## src/rtl/if_fetch_queue_pkg.sv

```systemverilog
// Shared types and constants for the instruction-fetch queue slice.
package if_fetch_queue_pkg;

    typedef logic [31:0] inst_addr_t;
    typedef logic [31:0] inst_t;

    localparam logic        RstEnable  = 1'b1;
    localparam logic        ChipEnable = 1'b1;
    localparam int unsigned IfqDepth   = 4;

    typedef struct packed {
        inst_addr_t pc;
        inst_t      inst;
        logic       filled;
    } ifq_entry_t;

endpackage

```

## src/rtl/if_fetch_queue_mem.sv

```systemverilog
// Fetch-queue storage: PC written at allocation, instruction and filled flag
// written at response, combinational read of the head entry.
module fetch_queue_mem
    import if_fetch_queue_pkg::*;
#(
    parameter int unsigned DEPTH = IfqDepth,
    localparam int unsigned AW   = $clog2(DEPTH)
) (
    input  logic          clk,
    input  logic          rst,
    input  logic          alloc_we,
    input  logic [AW-1:0] alloc_idx,
    input  inst_addr_t    alloc_pc,
    input  logic          fill_we,
    input  logic [AW-1:0] fill_idx,
    input  inst_t         fill_inst,
    input  logic [AW-1:0] rd_idx,
    output ifq_entry_t    rd_entry
);

    ifq_entry_t mem [DEPTH];

    // Only the filled flags need a reset value; pc/inst are qualified by pointers.
    always_ff @(posedge clk) begin
        if (rst == RstEnable) begin
            for (int unsigned i = 0; i < DEPTH; i++) begin
                mem[i].filled <= 1'b0;
            end
        end else begin
            if (alloc_we) begin
                mem[alloc_idx].pc     <= alloc_pc;
                mem[alloc_idx].filled <= 1'b0;
            end
            if (fill_we) begin
                mem[fill_idx].inst   <= fill_inst;
                mem[fill_idx].filled <= 1'b1;
            end
        end
    end

    assign rd_entry = mem[rd_idx];

endmodule

```

## src/rtl/if_fetch_queue.sv

```systemverilog
// Instruction-fetch stage: issues PC requests to imem under a credit check,
// collects in-order responses into a queue drained by decode, supports flush.
module if_fetch_queue
    import if_fetch_queue_pkg::*;
#(
    parameter int unsigned DEPTH = IfqDepth
) (
    input  logic       clk,
    input  logic       rst,
    input  inst_addr_t pc_i,
    input  logic       ce_i,
    output logic       pc_hold_o,
    output logic       imem_req_o,
    output inst_addr_t imem_addr_o,
    input  logic       imem_gnt_i,
    input  logic       imem_rvalid_i,
    input  inst_t      imem_rdata_i,
    input  logic       flush_i,
    output logic       id_valid_o,
    input  logic       id_ready_i,
    output inst_addr_t id_pc_o,
    output inst_t      id_inst_o
);

    localparam int unsigned AW = $clog2(DEPTH);
    localparam int unsigned PW = AW + 1;
    localparam logic [PW:0] DepthW = (PW+1)'(DEPTH);

    logic [PW-1:0] alloc_ptr, fill_ptr, rd_ptr, drop_cnt;
    logic [PW-1:0] occupancy, inflight;
    logic          credit_ok, grant, pop;
    logic          rsp_drop, rsp_fill, rsp_used;
    ifq_entry_t    rd_entry;

    assign occupancy = alloc_ptr - rd_ptr;
    assign inflight  = alloc_ptr - fill_ptr;
    assign credit_ok = ({1'b0, occupancy} + {1'b0, drop_cnt}) < DepthW;

    assign imem_req_o  = (ce_i == ChipEnable) && !flush_i && (rst != RstEnable) && credit_ok;
    assign imem_addr_o = pc_i;
    assign grant       = imem_req_o && imem_gnt_i;
    assign pc_hold_o   = (ce_i == ChipEnable) && (rst != RstEnable) && !grant;

    // Stale responses are consumed first; anything unmatched is ignored.
    assign rsp_drop = imem_rvalid_i && (drop_cnt != '0);
    assign rsp_fill = imem_rvalid_i && (drop_cnt == '0) && (inflight != '0);
    assign rsp_used = rsp_drop || rsp_fill;

    assign id_valid_o = (rst != RstEnable) && (rd_ptr != fill_ptr) && rd_entry.filled;
    assign id_pc_o    = id_valid_o ? rd_entry.pc   : '0;
    assign id_inst_o  = id_valid_o ? rd_entry.inst : '0;
    assign pop        = id_valid_o && id_ready_i;

    always_ff @(posedge clk) begin
        if (rst == RstEnable) begin
            alloc_ptr <= '0;
            fill_ptr  <= '0;
            rd_ptr    <= '0;
            drop_cnt  <= '0;
        end else if (flush_i) begin
            alloc_ptr <= '0;
            fill_ptr  <= '0;
            rd_ptr    <= '0;
            // Outstanding live requests become stale; this cycle's response is already accounted.
            drop_cnt  <= drop_cnt + inflight - PW'(rsp_used);
        end else begin
            if (grant)    alloc_ptr <= alloc_ptr + 1'b1;
            if (rsp_fill) fill_ptr  <= fill_ptr + 1'b1;
            if (pop)      rd_ptr    <= rd_ptr + 1'b1;
            if (rsp_drop) drop_cnt  <= drop_cnt - 1'b1;
        end
    end

    fetch_queue_mem #(
        .DEPTH(DEPTH)
    ) u_mem (
        .clk       (clk),
        .rst       (rst),
        .alloc_we  (grant),
        .alloc_idx (alloc_ptr[AW-1:0]),
        .alloc_pc  (pc_i),
        .fill_we   (rsp_fill),
        .fill_idx  (fill_ptr[AW-1:0]),
        .fill_inst (imem_rdata_i),
        .rd_idx    (rd_ptr[AW-1:0]),
        .rd_entry  (rd_entry)
    );

endmodule
```

## config.mk

```make
export PLATFORM = sky130hd
export DESIGN_NAME = if_fetch_queue
export DESIGN_NICKNAME = d
export VERILOG_FILES = /design/src/rtl/if_fetch_queue_pkg.sv /design/src/rtl/if_fetch_queue_mem.sv /design/src/rtl/if_fetch_queue.sv
export SDC_FILE = /design/constraint.sdc
export NUM_CORES = 1
export LEC_CHECK = 0
export CORE_MARGIN = 3
export CORE_UTILIZATION = 54
export DETAILED_ROUTE_END_ITERATION = 10
export GPL_TIMING_DRIVEN = 0
export PLACE_DENSITY = 0.77
export SLEW_MARGIN = 20
export SYNTH_ARGS = -nofsm -noshare
export SYNTH_HDL_FRONTEND = slang
export SYNTH_HIERARCHICAL = 1
export SYNTH_SLANG_ARGS = --single-unit
```

## constraint.sdc

```tcl
create_clock -name clk -period 7.3 [get_ports clk]
set_input_delay 1.46 -clock clk [delete_from_list [all_inputs] [get_ports clk]]
set_output_delay 1.46 -clock clk [all_outputs]
set_load 0.05 [all_outputs]
```

==> summary.md <==
| Metric | Value |
|---|---|
| Final Hold Viols | 0 |
| Area Overhead vs Synth | 27.8% |
| Syn Inst Count | 565 |
| P_leak | 4.69 nW |
| Drt wl/cell | 20.4 microns |
| Min Clock Period, post-route | 5.77 ns |
| Setup violators final | 0 |
| Area after DPL | 0.0134 sq mm |
| Relative slew margins | 30.9% |
| # nets final | 870 |
| RSZ-0062 raised after global routing | false |
| Clock-pin slew on the worst setup and hold paths | 0.06 ns |
| HPWL after DPL | 15,100 microns |
| Crit Path Max Fanout | 10 |
| Worst hold path class | register to register |
| Hold Crit Endpoint | u_mem/mem[2][0]$_SDFFE_PP1P_ |
| Part of the power in registers | 54.5% |
| Synth Warn # | 6 |
| R2R cell count | 14 |
| Core ar. | 0.0198 sq mm |
| Worst endpoint required time | 5.84 ns |
| Worst Max-Slew Pin Slew | 1.04 ns |
| PwrDens | 223 mW/mm^2 |
| Initial core utilization | 56.0% |
| Largest net degree at the start of global routing | 34 |
| Final Max Tran Viols | 0 |
| Reg-to-Reg End | u_mem/mem[0][46]$_DFFE_PP_ |
| Post-synth net total | 651 |
| DIE HEIGHT | 149 microns |
| Critical Path Source Type | primary input |
| DIE AREA | 0.0223 sq mm |
| GRT Total Usage | 20.0% |
| Yosys cell types | 42 |
| Maximum vdd drop | 0.201 mV |
| Vias in the first global route | 6,369 |
| Number of hold buffers added after CTS | 0 |
| Drt initial violations | 324 |
| Main synth FF type | edfxtp_1 |
| Sw Share | 20.1% |
| Setup clock skew after layout | 0.0148 ns |
| CP Class | primary input to output port |
| Share of cells above drive strength 1 | 22.2% |
| CTS H-tree depth | 1 |
| Synth Register Bits | 272 |
| Sink Count | 272 |
| Design area | 0.0142 sq mm |
| Ys async rst share | 0% |
| Combinational group share of total power | 6.1% |
| Initial antenna violation count | 3 |
| Crit share post-route | 79.0% |
| First-pass GRT wire length | 34,500 microns |
| Final Hold Slack | 0.481 ns |
| CTS resizes | 0 |
| Sequential share of the synthesized area | 72.3% |
| Internal power | 2.52 mW |
| DRC viols | 0 |
| Vias per Instance | 5.52 |
| Die Wd | 149 microns |
| Drt first pass iters | 4 |
| Critical Path Source | rst |
| Num CTS Buffers | 27 |
| CTS tree | built |
| Hold path depth | 2 |
| Grt ovf | 0 |
| DR vias | 5,902 |
| IO buf count | 168 |
| R2r setup slk | 2.89 ns |
| Post-Syn Area per Cell | 19.6 sq um |
| Latest clock arrival within the worst-skew pair | 0.52 ns |
| Row count | 51 |
| I/O Pins | 170 |
| Hold_sp | u_mem/mem[2][0]$_SDFFE_PP1P_ |
| CTS max path bufs | 3 |
| Post-CTS setup repair buffer count | 0 |
| Post-synth EDFFs | 256 |
| Fmax achieved | 0.173 GHz |
| Crit end category | output port |
| Clock root buffer | clkbuf_16 |
| Post-Syn Area | 0.0111 sq mm |
| Total Wirelength | 21,800 microns |
| CP Data Arrival Time | 4.31 ns |
| Final RePlAce weighted congestion | 0.780 |
| Sw Pwr | 634 uW |
| Reg-to-Reg Start | alloc_ptr[0]$_SDFFE_PP0P_ |
| Clock power share | 39.4% |
| Cell Count, Final, Fillers Out | 1,070 |
| Post-route ant nets | 0 |
| Placed Instances | 1,020 |
| Outcome | finished clean |
| Max-cap violations | 0 |
==> critical path, cell delays in order <==
cell and delay (ns):
clkdlybuf4s50_1 0.66, a311oi_4 0.66, clkbuf_1 0.46, and2_1 0.24, clkdlybuf4s50_1 0.82
==> layout make-up <==
type,instances,area [sq um]
clock inverters,8,60.1
repair buffers,190,1910
clock buffers,40,724
flip-flops and latches,272,8010
fillers,1229,5620
diodes,2,5.00
well taps,265,332
inverters,16,61.3
multi-input cells,221,2680
plain buffers,56,389
==> synthesized netlist by cell type, drive strengths merged, types with 4 or more instances <==
| master | count | share of area [%] |
|---|---|---|
| buf | 47 | 3.2 |
| a21oi | 7 | 0.32 |
| edfxtp | 256 | 69 |
| inv | 15 | 0.51 |
| ha | 12 | 1.4 |
| nor2 | 8 | 0.27 |
| a211oi | 4 | 0.27 |
| nand2 | 11 | 0.37 |
| mux4 | 65 | 13 |
| and2 | 65 | 3.7 |
| xnor2 | 9 | 0.71 |
| clkbuf | 9 | 0.30 |
| dfxtp | 16 | 2.9 |
==> cells in the final DEF (no fill, tap or decap), drive strengths merged, types with 2 or more instances in the layout <==
master,Yosys,routed
a211oi,4,4
a21oi,7,7
a311o,2,2
a31o,3,3
a41o,2,2
and2,65,65
and4,2,2
buf,47,69
clkbuf,9,49
clkdlybuf4s50,0,168
clkinv,1,8
dfxtp,16,16
diode,0,2
edfxtp,256,256
fa,3,3
ha,12,12
inv,15,15
mux4,65,65
nand2,11,11
nand2b,3,3
nand3b,3,3
nor2,8,8
nor4b,2,2
nor4bb,2,2
o21bai,2,2
xnor2,9,9
xor2,2,2
==> per-stage QoR <==
stage,power [mW],worst slack [ns],setup TNS (ns),utilization [%]
6_report,3.15,1.53,0,71.6
5_1_grt,3.25,1.42,0,71.6
4_1_cts,3.18,1.48,0,71.6
3_5_place_dp,1.94,1.48,0,67.6
3_3_place_gp,1.93,-2.21,-239.97,66.2
2_1_floorplan,1.85,1.04,0,-
==> routing by layer <==
| metal | track usage, % | part of all wire, % |
|---|---|---|
| met1 | 26.5 | 40 |
| met5 | 0 | 0.032 |
| met2 | 34.1 | 51 |
| met3 | 4.77 | 7.7 |
| met4 | 4.71 | 1.8 |
==> state kept, by name, indices dropped and copies added (netlist names) <==
signal     flops
drop_cnt       3
u_mem/mem    260
rd_ptr         3
fill_ptr       3
alloc_ptr      3
==> power by group through the flow <==
stage / clock network, mW / logic [mW] / registers [mW]
floorplan: 0 / 0.103 / 1.75
detailed placement: 0 / 0.193 / 1.75
CTS: 1.27 / 0.194 / 1.72
finish: 1.24 / 0.192 / 1.72
global placement: 0 / 0.181 / 1.75
global route: 1.33 / 0.208 / 1.72
==> worst max-delay path by stage <==
stage	end	slack (ns)	depth (start not counted)
after floorplan	u_mem/mem[0][33]$_DFFE_PP_	1.04	4
after global placement	u_mem/mem[0][46]$_DFFE_PP_	-2.21	4
after detailed placement	id_inst_o[29]	1.48	5
after CTS	id_inst_o[29]	1.48	5
after global routing	id_inst_o[29]	1.42	5
final	id_inst_o[29]	1.53	5
==> kinds of logic after synthesis <==
| kind of cell | synth area share, % |
|---|---|
| flip-flops | 72.3 |
| adder cells (fa/ha/maj) | 1.90 |
| AO/OA/AOI/OAI | 1.74 |
| XOR/XNOR | 1.07 |
| multiplexers | 13.2 |
| buffers and inverters | 4.06 |
| AND/OR/NAND/NOR | 5.76 |
(Power assumes the default switching activity.)
